===== config.mk =====
export PLATFORM = sky130hd
export DESIGN_NAME = mux4_rr_arbiter
export DESIGN_NICKNAME = d
export VERILOG_FILES = /design/src/rtl/mux4_rr_arbiter.sv
export SDC_FILE = /design/constraint.sdc
export NUM_CORES = 1
export LEC_CHECK = 0
export CAP_MARGIN = 25
export CORE_UTILIZATION = 50
export DETAILED_ROUTE_END_ITERATION = 10
export PLACE_DENSITY = 0.78
export SETUP_SLACK_MARGIN = 0.1
export SYNTH_ARGS = -nofsm -noshare
export SYNTH_HDL_FRONTEND = slang
export SYNTH_HIERARCHICAL = 1
export SYNTH_SLANG_ARGS = --single-unit

===== constraint.sdc =====
create_clock -name clk -period 4 [get_ports clk]
set_input_delay 0.8 -clock clk [delete_from_list [all_inputs] [get_ports clk]]
set_output_delay 0.8 -clock clk [all_outputs]
set_load 0.02 [all_outputs]

===== src/rtl/mux4_rr_arbiter.sv =====
// mux4_rr_arbiter: round-robin owner selection for one shared 4:1 single-bit mux.
//   clk, rst      rising-edge clock, synchronous active-high reset
//   req[3:0]      request per requester, held high while access is wanted
//   done[3:0]     release strobe; only the current owner's bit matters
//   grant[3:0]    registered one-hot owner, zero when idle
//   sel[1:0]      registered owner index (drives mux s); holds when idle
//   mux_en, busy  both equal |grant (mux_en drives mux en)
//   timeout       one-cycle pulse after a grant is revoked for reaching MAX_HOLD
//
// mux4_rr_lane: per-requester priority distance from the round-robin pointer.
//   last_i        index of the most recent winner
//   req_i         this lane's request
//   dist_o        scan position (0 = highest priority) relative to last_i
//   vld_o         lane is a candidate this cycle

module mux4_rr_lane #(
  parameter int unsigned      IW  = 2,
  parameter logic [IW-1:0]    IDX = '0
) (
  input  logic [IW-1:0] last_i,
  input  logic          req_i,
  output logic [IW-1:0] dist_o,
  output logic          vld_o
);
  // Scan starts at last+1; modular wrap comes from the IW-bit width.
  assign dist_o = IDX - last_i - IW'(1);
  assign vld_o  = req_i;
endmodule

module mux4_rr_arbiter #(
  parameter int unsigned MAX_HOLD = 8,
  parameter int unsigned CW       = 4
) (
  input  logic       clk,
  input  logic       rst,
  input  logic [3:0] req,
  input  logic [3:0] done,
  output logic [3:0] grant,
  output logic [1:0] sel,
  output logic       mux_en,
  output logic       busy,
  output logic       timeout
);
  localparam int unsigned   NUM_LANES = 4;
  localparam int unsigned   IW        = 2;
  localparam logic [CW-1:0] HOLD_MAX  = CW'(MAX_HOLD);

  typedef enum logic {IDLE, OWN} state_e;

  state_e                 state_q, state_d;
  logic [NUM_LANES-1:0]   grant_q, grant_d;
  logic [IW-1:0]          sel_q, sel_d;
  logic [IW-1:0]          last_q, last_d;
  logic [CW-1:0]          cnt_q, cnt_d;
  logic                   timeout_q, timeout_d;

  logic [NUM_LANES-1:0][IW-1:0] lane_dist;
  logic [NUM_LANES-1:0]         lane_vld;

  genvar g;
  generate
    for (g = 0; g < NUM_LANES; g++) begin : g_lane
      mux4_rr_lane #(.IW(IW), .IDX(IW'(g))) u_lane (
        .last_i (last_q),
        .req_i  (req[g]),
        .dist_o (lane_dist[g]),
        .vld_o  (lane_vld[g])
      );
    end
  endgenerate

  // Winner = requesting lane with the smallest scan distance (distances are unique).
  logic          win_vld;
  logic [IW-1:0] win_idx;
  logic [IW-1:0] win_dist;

  always_comb begin
    win_vld  = 1'b0;
    win_idx  = '0;
    win_dist = '1;
    for (int i = 0; i < NUM_LANES; i++) begin
      if (lane_vld[i] && (!win_vld || lane_dist[i] < win_dist)) begin
        win_vld  = 1'b1;
        win_idx  = IW'(i);
        win_dist = lane_dist[i];
      end
    end
  end

  // Release reasons for the current owner; done/drop outrank the hold limit.
  logic rel_done, rel_drop, rel_to, rel_any;
  assign rel_done = done[sel_q];
  assign rel_drop = !req[sel_q];
  assign rel_to   = (cnt_q == HOLD_MAX) && !rel_done && !rel_drop;
  assign rel_any  = rel_done || rel_drop || rel_to;

  always_comb begin
    state_d   = state_q;
    grant_d   = grant_q;
    sel_d     = sel_q;
    last_d    = last_q;
    cnt_d     = cnt_q;
    timeout_d = 1'b0;
    unique case (state_q)
      IDLE: begin
        if (win_vld) begin
          state_d = OWN;
          grant_d = NUM_LANES'(1) << win_idx;
          sel_d   = win_idx;
          last_d  = win_idx;
          cnt_d   = CW'(1);
        end
      end
      OWN: begin
        if (rel_any) begin
          timeout_d = rel_to;
          // last_q already equals the owner, so it scans last; a lone
          // requester that timed out wins again here.
          if (win_vld) begin
            grant_d = NUM_LANES'(1) << win_idx;
            sel_d   = win_idx;
            last_d  = win_idx;
            cnt_d   = CW'(1);
          end else begin
            state_d = IDLE;
            grant_d = '0;
            cnt_d   = '0;
          end
        end else if (cnt_q != HOLD_MAX) begin
          cnt_d = cnt_q + CW'(1);
        end
      end
      default: state_d = IDLE;
    endcase
  end

  always_ff @(posedge clk) begin
    if (rst) begin
      state_q   <= IDLE;
      grant_q   <= '0;
      sel_q     <= '0;
      last_q    <= IW'(NUM_LANES - 1);
      cnt_q     <= '0;
      timeout_q <= 1'b0;
    end else begin
      state_q   <= state_d;
      grant_q   <= grant_d;
      sel_q     <= sel_d;
      last_q    <= last_d;
      cnt_q     <= cnt_d;
      timeout_q <= timeout_d;
    end
  end

  assign grant   = grant_q;
  assign sel     = sel_q;
  assign mux_en  = |grant_q;
  assign busy    = |grant_q;
  assign timeout = timeout_q;
endmodule

==> impl_metrics.ini <==
[status]
status = finished, final reports clean

[logic_synthesis]
synth-async-reset-ratio = 0
synth_edf_count = 0
netlist_instances = 117
synth_commonest_cells = 14 x dfxtp_1, 12 x inv_1, 9 x a21oi_1, 9 x o21ai_0, 8 x buf_4
synth_area_um2 = 970
synth.distinct_cells = 41
ys_seq_elements = 14
ys_warn_count = 6
post-synth-top-count-cell = dfxtp_1
yosys.area.top_type = dfxtp_1
yosys-top-cells-area = dfxtp_1 29%, buf_4 6.2%, ha_1 5.2%
yosys_most_used_dff = dfxtp_1
synth.avg_cell_area_um2 = 8.29
synth_top_area_share = 0.289
synth_fp_nets = 131
seq_area_frac_synth = 0.289

[clock_network]
clk_transition_reported_paths_ps = 80
post_cts_buffers = 0
cts_sinks = 14
worst_skew_pair.late_latency_ps = 280
cts_max_path_buffers = 2
cts_hold_buf = 0
cts_root_buffer = clkbuf_4
numCtsBuffers = 3
cts_tree = built
cts_resized = 0
h-tree-depth = 1

[drt]
met3WireLength_um = 157
drt-total-wl_um = 2050
vias = 885
wl_met2_um = 896
routedWlPerCell_um = 13.2
first_pass_iters = 4
wl_met1_um = 987
drtIter0Drc = 31
ant_nets = 0
viasPerCell = 5.71
top_layer = met4
drc = 0

[floorplan]
die_x_um = 46.0
core_um2 = 1760
die_h_um = 46.0
num_rows = 15
io_pins = 19
start_util = 0.550
die-area_um2 = 2120

[run]
cap_viol_max_count = 0

[timing]
setup_ws_ps = 402
holdWs_ps = 478
grt_setup_unrepaired = false
max_freq_ghz = 0.278
relSlewSlack = 0.381
fin_skew_ps = 0.932
min_period_ps = 3600
fin_crit_sh = 0.899
final_hold_viol_count = 0
finalSetupViolCount = 0
worstMarginPinSlew_ps = 922
maxSlewViolCount = 0
tns_ps = 0

[placed_design]
place_congestion = 0.892
post_dp_cell_area_um2 = 1110
dp_hpwl_um = 1560
place_ws_ps = 142
port_buffers = 18

[critical_path]
cp_data_arrival_time_ps = 3780
cp_data_required_time_ps = 4180
path_buf_inv = 2
cpMostUsedCell = ha_1
crit_chain = clkdlybuf4s50_1, inv_1, o22ai_1, ha_1, o211ai_1, nand2_1, a311o_1, mux2_2, ha_1, o21ai_0, a21oi_1, a31o_2
worstPathMaxFanout = 6
cpLargestDelayFamily = compound AO/OA/AOI/OAI gates
path_class = in -> reg
max_stage_delay_ps = 560
critPathCaptureType = register
cp-start-kind = primary input
worst_path_max_delay_cell = clkdlybuf4s50_1

[grt]
grt_overflow = 0
grt_pass1_vias = 822
grt_usage = 0.220
grt_first_pass_wirelength_um = 3440
antenna_found_initial = 0
grt_max_degree = 14

[power_and_ir_drop]
p_leak_uw = 0.000461
vdd.ir_drop.worst_uv = 462
power.density_nw_per_um2 = 728

[finish]
diodes = 0
fin_area_um2 = 1150
drive_gt1_frac = 0.108
syn_to_final_growth_pct = 18.6
utilization = 0.652
nets = 145

[worst_hold_path]
hold_path_class = reg -> reg
## power breakdown
group	total [uW]	internal (uW)	switching, uW
Clock	102	55.4	46.8
Sequential	223	177	46.1
Combinational	511	244	267
Total	837	476	360
## logic make-up after synthesis
kind of cell,count (synthesis),share of synthesized area
DFF,14,0.289
AOI/OAI and AO/OA,36,0.253
adders and majority gates,5,0.0619
muxes,2,0.0348
xor gates and xnor gates,2,0.0181
buffers and inverters,22,0.124
and+or+nand+nor,36,0.219
## area by class of cell
cell class | instances | area (um2)
Tap cell | 25 | 31.3
Multi-Input combinational cell | 81 | 569
Inverter | 12 | 45.0
Fill cell | 153 | 614
Sequential cell | 14 | 280
Clock buffer | 4 | 36.3
Timing Repair Buffer | 19 | 188
## cells in the final DEF, fill, tap and decap left out, types with 2 or more instances in the layout
master           instances
o21ai_0                  9
nor2_1                   7
nor3_1                   2
nor2b_1                  5
nor2_4                   2
o22ai_1                  3
a31o_2                   2
or3_1                    2
a21oi_1                  9
nand2_1                  5
a21o_1                   2
dfxtp_1                 14
clkdlybuf4s50_1         18
clkbuf_4                 3
nand3b_1                 2
nand3_1                  5
ha_1                     4
inv_1                   12
## metal layers
| layer | track usage | vias up |
|---|---|---|
| met1 | 0.311 | 402 |
| met4 | 0.0647 | 0 |
| met2 | 0.318 | 38 |
| met5 | 0 | - |
| met3 | 0.0635 | 2 |
| li1 | - | 443 |
## state kept, by name, indices dropped and copies added, names as in the netlist
signal   count
cnt_q        4
grant        4
last_q       2
sel          2
state_q      1
timeout      1
## metrics by stage
| step | instances | total power, uW |
|---|---|---|
| finish | 155 | 837 |
| CTS | 155 | 838 |
| floorplan | 117 | 617 |
| detailed placement | 151 | 733 |
| global route | 155 | 908 |
| global placement | 151 | 719 |
## final timing paths
path	start	end	slack (ps)	depth (start not counted)
hold reg to reg	state_q$_SDFF_PP0_	timeout$_SDFF_PP0_	480	2
setup reg to reg	last_q[0]$_SDFFE_PP1P_	grant[0]$_SDFFE_PP0P_	740	11
setup / recovery	req[0]	grant[0]$_SDFFE_PP0P_	400	12
hold / removal	state_q$_SDFF_PP0_	timeout$_SDFF_PP0_	480	2
## worst register-to-register path, stage by stage (launching register included)
cell and delay, ps:
dfxtp_1 520, xor2_1 330, o22ai_1 170, ha_1 360, o211ai_1 110, nand2_1 80
a311o_1 380, mux2_2 290, ha_1 190, o21ai_0 300, a21oi_1 170, a31o_2 270
Note: power is estimated with default switching activity, not from simulation.
